<file path="config.mk">
export PLATFORM = sky130hd
export DESIGN_NAME = sd_feed_ctrl
export DESIGN_NICKNAME = d
export VERILOG_FILES = /design/src/rtl/sd_pkg.sv /design/src/rtl/sd_fifo2.sv /design/src/rtl/sd_feed_ctrl.sv
export SDC_FILE = /design/constraint.sdc
export NUM_CORES = 1
export LEC_CHECK = 0
export ABC_AREA = 0
export ABC_CLOCK_PERIOD_IN_PS = 3500
export CORE_UTILIZATION = 53
export DETAILED_ROUTE_END_ITERATION = 16
export PLACE_DENSITY = 0.89
export RECOVER_POWER = 50
export REMOVE_ABC_BUFFERS = 1
export SLEW_MARGIN = 40
export SYNTH_ARGS = -nofsm -noshare
export SYNTH_HDL_FRONTEND = slang
export SYNTH_HIERARCHICAL = 1
export SYNTH_SLANG_ARGS = --single-unit
</file>
<file path="constraint.sdc">
create_clock -name clk -period 3.5 [get_ports clk]
set_clock_uncertainty 0.1 [all_clocks]
set_input_delay 1.05 -clock clk [delete_from_list [all_inputs] [get_ports clk]]
set_output_delay 1.05 -clock clk [all_outputs]
set_load 0.03 [all_outputs]
</file>
<file path="src/rtl/sd_pkg.sv">
// Shared types and helpers for the sigma-delta feed controller.
package sd_pkg;

  localparam int unsigned SdBw = 16;

  typedef enum logic [1:0] {
    StIdle,
    StPrime,
    StRun
  } sd_state_e;

  // Saturate a sign-extended sample to [-lim, +lim]; callers use BW <= 32.
  function automatic logic signed [31:0] sd_clamp(input logic signed [31:0] value,
                                                  input logic signed [31:0] lim);
    if (value > lim) begin
      return lim;
    end else if (value < -lim) begin
      return -lim;
    end else begin
      return value;
    end
  endfunction

endpackage

</file>
<file path="src/rtl/sd_fifo2.sv">
// Two-entry synchronous FIFO with flush; entry 0 is always the head.
module sd_fifo2 #(
  parameter int unsigned Width = 16
) (
  input  logic             clk_i,
  input  logic             rst_i,
  input  logic             flush_i,
  input  logic             push_i,
  input  logic             pop_i,
  input  logic [Width-1:0] wdata_i,
  output logic [Width-1:0] rdata_o,
  output logic [1:0]       count_o
);

  logic [Width-1:0] mem0_q, mem1_q;
  logic [1:0]       count_q;
  logic             push_ok, pop_ok;

  always_comb begin
    push_ok = push_i && (count_q != 2'd2);
    pop_ok  = pop_i && (count_q != 2'd0);
    rdata_o = mem0_q;
    count_o = count_q;
  end

  always_ff @(posedge clk_i) begin
    if (rst_i || flush_i) begin
      count_q <= 2'd0;
    end else if (push_ok && !pop_ok) begin
      count_q <= count_q + 2'd1;
    end else if (pop_ok && !push_ok) begin
      count_q <= count_q - 2'd1;
    end
  end

  // Push together with pop implies count was 1, so the new word becomes the head.
  always_ff @(posedge clk_i) begin
    if (pop_ok) begin
      mem0_q <= push_ok ? wdata_i : mem1_q;
    end else if (push_ok) begin
      if (count_q == 2'd0) begin
        mem0_q <= wdata_i;
      end else begin
        mem1_q <= wdata_i;
      end
    end
  end

endmodule

</file>
<file path="src/rtl/sd_feed_ctrl.sv">
// Buffers PCM samples and holds each clamped sample on sd_in for OSR clocks,
// sequencing start-up, underrun and shutdown so the modulator sees only silence or data.
module sd_feed_ctrl
  import sd_pkg::*;
#(
  parameter int unsigned BW  = SdBw,
  parameter int unsigned OSR = 64,
  parameter int unsigned LIM = 24576
) (
  input  logic                 clk,
  input  logic                 rst,
  input  logic                 en,
  input  logic signed [BW-1:0] s_data,
  input  logic                 s_valid,
  output logic                 s_ready,
  output logic signed [BW-1:0] sd_in,
  output logic                 strobe,
  output logic                 underrun,
  output logic                 clip,
  output logic                 busy
);

  localparam int unsigned CntW = $clog2(OSR);

  if (BW > 32 || BW < 2) begin : g_bad_bw
    $error("sd_feed_ctrl: BW must be in 2..32");
  end
  if (OSR < 2) begin : g_bad_osr
    $error("sd_feed_ctrl: OSR must be at least 2");
  end
  if (longint'(LIM) > ((longint'(1) << (BW - 1)) - 1)) begin : g_bad_lim
    $error("sd_feed_ctrl: LIM exceeds the signed BW range");
  end

  sd_state_e             state_q;
  logic [CntW-1:0]       cnt_q;
  logic signed [BW-1:0]  sd_in_q;
  logic                  strobe_q, underrun_q, clip_q;

  logic [1:0]            fifo_count;
  logic [BW-1:0]         fifo_rdata;
  logic                  fifo_push, fifo_pop, fifo_flush;
  logic                  at_boundary;
  logic signed [31:0]    head_ext, clamped;
  logic signed [BW-1:0]  load_val;
  logic                  load_clip;

  always_comb begin
    at_boundary = (state_q == StRun) && (cnt_q == CntW'(OSR - 1));
    s_ready     = (state_q != StIdle) && (fifo_count < 2'd2);
    busy        = (state_q == StPrime) || (state_q == StRun);
    fifo_push   = s_valid && s_ready;
    fifo_pop    = ((state_q == StPrime) && en && (fifo_count == 2'd2)) ||
                  (at_boundary && en && (fifo_count != 2'd0));
    // Shutdown flush wins over a same-cycle push so IDLE always starts empty.
    fifo_flush  = (state_q == StIdle) || (at_boundary && !en);
    head_ext    = 32'(signed'(fifo_rdata));
    clamped     = sd_clamp(head_ext, signed'(32'(LIM)));
    load_val    = clamped[BW-1:0];
    load_clip   = (clamped != head_ext);
  end

  sd_fifo2 #(
    .Width(BW)
  ) u_fifo (
    .clk_i  (clk),
    .rst_i  (rst),
    .flush_i(fifo_flush),
    .push_i (fifo_push),
    .pop_i  (fifo_pop),
    .wdata_i(s_data),
    .rdata_o(fifo_rdata),
    .count_o(fifo_count)
  );

  always_ff @(posedge clk) begin
    if (rst) begin
      state_q    <= StIdle;
      cnt_q      <= '0;
      sd_in_q    <= '0;
      strobe_q   <= 1'b0;
      underrun_q <= 1'b0;
      clip_q     <= 1'b0;
    end else begin
      strobe_q   <= 1'b0;
      underrun_q <= 1'b0;
      clip_q     <= 1'b0;
      case (state_q)
        StIdle: begin
          sd_in_q <= '0;
          cnt_q   <= '0;
          if (en) state_q <= StPrime;
        end
        StPrime: begin
          if (!en) begin
            state_q <= StIdle;
          end else if (fifo_count == 2'd2) begin
            state_q  <= StRun;
            sd_in_q  <= load_val;
            clip_q   <= load_clip;
            strobe_q <= 1'b1;
            cnt_q    <= '0;
          end
        end
        StRun: begin
          if (at_boundary) begin
            cnt_q <= '0;
            if (!en) begin
              state_q <= StIdle;
              sd_in_q <= '0;
            end else if (fifo_count != 2'd0) begin
              sd_in_q  <= load_val;
              clip_q   <= load_clip;
              strobe_q <= 1'b1;
            end else begin
              state_q    <= StPrime;
              sd_in_q    <= '0;
              underrun_q <= 1'b1;
            end
          end else begin
            cnt_q <= cnt_q + CntW'(1);
          end
        end
        default: state_q <= StIdle;
      endcase
    end
  end

  always_comb begin
    sd_in    = sd_in_q;
    strobe   = strobe_q;
    underrun = underrun_q;
    clip     = clip_q;
  end

endmodule
</file>
==> impl_metrics.json <==
{
  "p_per_area_nw_per_um2": 593.2,
  "die_h_um": 73.74,
  "routedWlPerCell_um": 15.85,
  "r2r_start": "state_q[0]",
  "rows": 25,
  "timing.fmax_mhz": 301.3,
  "finalHoldViolCount": 0,
  "yosysWarningCount": 6,
  "cts_setup_buffers": 0,
  "die_w_um": 73.74,
  "syn-cell-area_um2": 2728,
  "synth_ff_type": "edfxtp_1",
  "worstSetupPathType": "in2reg",
  "synth_largest_area_cell": "edfxtp_1",
  "num_io_pins": 41,
  "maxCapViolations": 0,
  "drt-pass1-iter-count": 5,
  "grt_usage": 0.2249,
  "setup_viol": 0,
  "synth_cell_types": 45,
  "cts_max_level": 3,
  "tns_ps": 0,
  "drive_above_1_share": 0.1594,
  "synth_common_cells": "32 x edfxtp_1, 29 x dfxtp_1, 17 x inv_1, 12 x nor2_1",
  "hold_class": "reg2reg",
  "synth-edff-count": 32,
  "regToRegEndpoint": "u_fifo/count_o[1]",
  "cts_resized": 0,
  "grt_pass1_wl_mm": 8.769,
  "avgSynthCellArea_um2": 12.18,
  "cts_hold_buf": 0,
  "outcome": "complete, no violations",
  "power_leakage_nw": 1.279,
  "clk_pin_slew_worst_paths_ps": 70,
  "detail-route-antenna-nets": 0,
  "tightestPinTransition_ps": 915.9,
  "via_per_inst": 5.697,
  "synthCells": 224,
  "slew_violations": 0,
  "worstPathArrival_ps": 3460,
  "total_power_w": 0.001993,
  "portBuffers": 40,
  "rsz0062_at_grt": "false",
  "clock_sinks": 61,
  "antenna_cells": 0,
  "first_iter_violations": 93,
  "grt_max_degree": 17,
  "finalCriticalPeriod_ps": 3319,
  "fin_cells": 343,
  "yosysSeqAreaShare": 0.5651,
  "area_growth_pct": 23.21,
  "gr-total-overflow": 0,
  "fin_crit_sh": 0.9482,
  "core_um2": 4848,
  "drc_errors": 0,
  "cp.required_ps": 3650,
  "yosysTopAreaCellShare": 0.3523,
  "setup_ws_ps": 181.4,
  "synthMostInstantiatedCell": "edfxtp_1",
  "cp-endpoint": "u_fifo/count_o[1]",
  "async_flop_share": 0,
  "root_buffer": "clkbuf_8",
  "fp.dieArea_um2": 5438,
  "cts_buffers": 9,
  "routed_wl_mm": 5.435,
  "startpoint": "en",
  "start_util": 0.5626,
  "pre_cts_ws_ps": 48.92,
  "synth_area_leaders": "edfxtp_1 35%, dfxtp_1 21%, mux2_4 5.5%",
  "antenna_found_initial": 0,
  "hpwl_mm": 3.698,
  "dp_cells": 327,
  "cts.path.max_buffers": 2,
  "critPathMaxFanout": 6,
  "rrSetupSlack_ps": 700,
  "worst_skew_pair.late_latency_ps": 340,
  "synth-seq-cells": 61,
  "rr_worst_depth": 10,
  "layout.nets": 298,
  "vdd_drop_max_uv": 350.9,
  "cts_tree": "yes",
  "start_kind": "input port",
  "grt_pass1_vias": 1901,
  "maxSlewHeadroom": 0.3894,
  "place.gp.congestion": 0.7927,
  "vias": 1954,
  "cp-end-kind": "flip-flop",
  "nFillCells": 342
}
[flip-flops by register name, summed over array words and instances, names as in the netlist]
name,flops
underrun,1
u_fifo/rdata_o,16
clip,1
u_fifo/mem1_q,16
cnt_q,6
state_q,2
sd_in,16
strobe,1
u_fifo/count_o,2
[layout make-up]
| type | instances | area (µm²) | share of cell area |
|---|---|---|---|
| inverters | 17 | 63.81 | 0.01899 |
| clock inverters | 5 | 50.05 | 0.01489 |
| clock buffers | 11 | 141.4 | 0.04207 |
| repair buffers | 46 | 434.2 | 0.1292 |
| multi-input cells | 136 | 1046 | 0.3112 |
| flip-flops and latches | 61 | 1541 | 0.4587 |
| well taps | 67 | 83.83 | 0.02494 |
[per-layer routing]
layer,global-route usage,vias up,part of all wire
met4,0.1368,0,0.023
met3,0.07133,11,0.048
met2,0.3517,63,0.51
met1,0.2706,951,0.42
li1,-,929,-
met5,0,-,0
[worst min path at each step]
stage              from  endpoint  slack (ps)  cells past startpoint
6_report       sd_in[4]  sd_in[4]         360                      1
5_1_grt        sd_in[4]  sd_in[4]         380                      1
4_1_cts        sd_in[0]  sd_in[0]         370                      1
3_5_place_dp   sd_in[0]  sd_in[0]         350                      1
3_3_place_gp   sd_in[9]  sd_in[9]         350                      1
2_1_floorplan  cnt_q[1]  cnt_q[1]         340                      2
[stage by stage]
step           utilization  hold slack [ps]  instance area [µm²]
5_1_grt             0.6932            380.7                 3361
3_5_place_dp        0.6601            353.5                 3201
3_3_place_gp        0.6594            350.6                 3197
4_1_cts             0.6996            371.2                 3392
6_report            0.6932            361.2                 3361
2_1_floorplan            -            343.1                 2663
[power by group]
group | internal, W | switching, W | total, W | leakage [nW]
clock network | 0.000343 | 0.000265 | 0.000608 | 0.103
registers | 0.000828 | 0.0000441 | 0.000872 | 0.525
logic | 0.000195 | 0.000318 | 0.000513 | 0.651
[cell families after synthesis]
kind of cell / synth area share
DFF: 0.5651
and+or+nand+nor: 0.1055
xor gates and xnor gates: 0.01606
muxes: 0.08761
adders and majority gates: 0.03211
buffers and inverters: 0.04725
AOI/OAI and AO/OA: 0.1463
[worst max-delay path: stages]
cell and delay, ps:
dlygate4sd3_1 620, nand2_1 80, o32ai_1 240, o21ai_0 220, inv_1 140, o21ai_2 80, ha_1 350, or3_1 390
a211oi_1 280
[layout by cell type (no fill, tap or decap), drive strengths merged, types with 9 or more instances in the layout]
cell type | synthesis | routed
clkbuf | 5 | 14
inv | 17 | 17
mux2 | 17 | 17
edfxtp | 32 | 32
nor2 | 12 | 12
nand2 | 11 | 11
dfxtp | 29 | 29
a21oi | 9 | 9
o2bb2ai | 11 | 11
dlygate4sd3 | 0 | 37
nand3 | 10 | 10
(Power assumes the default switching activity.)
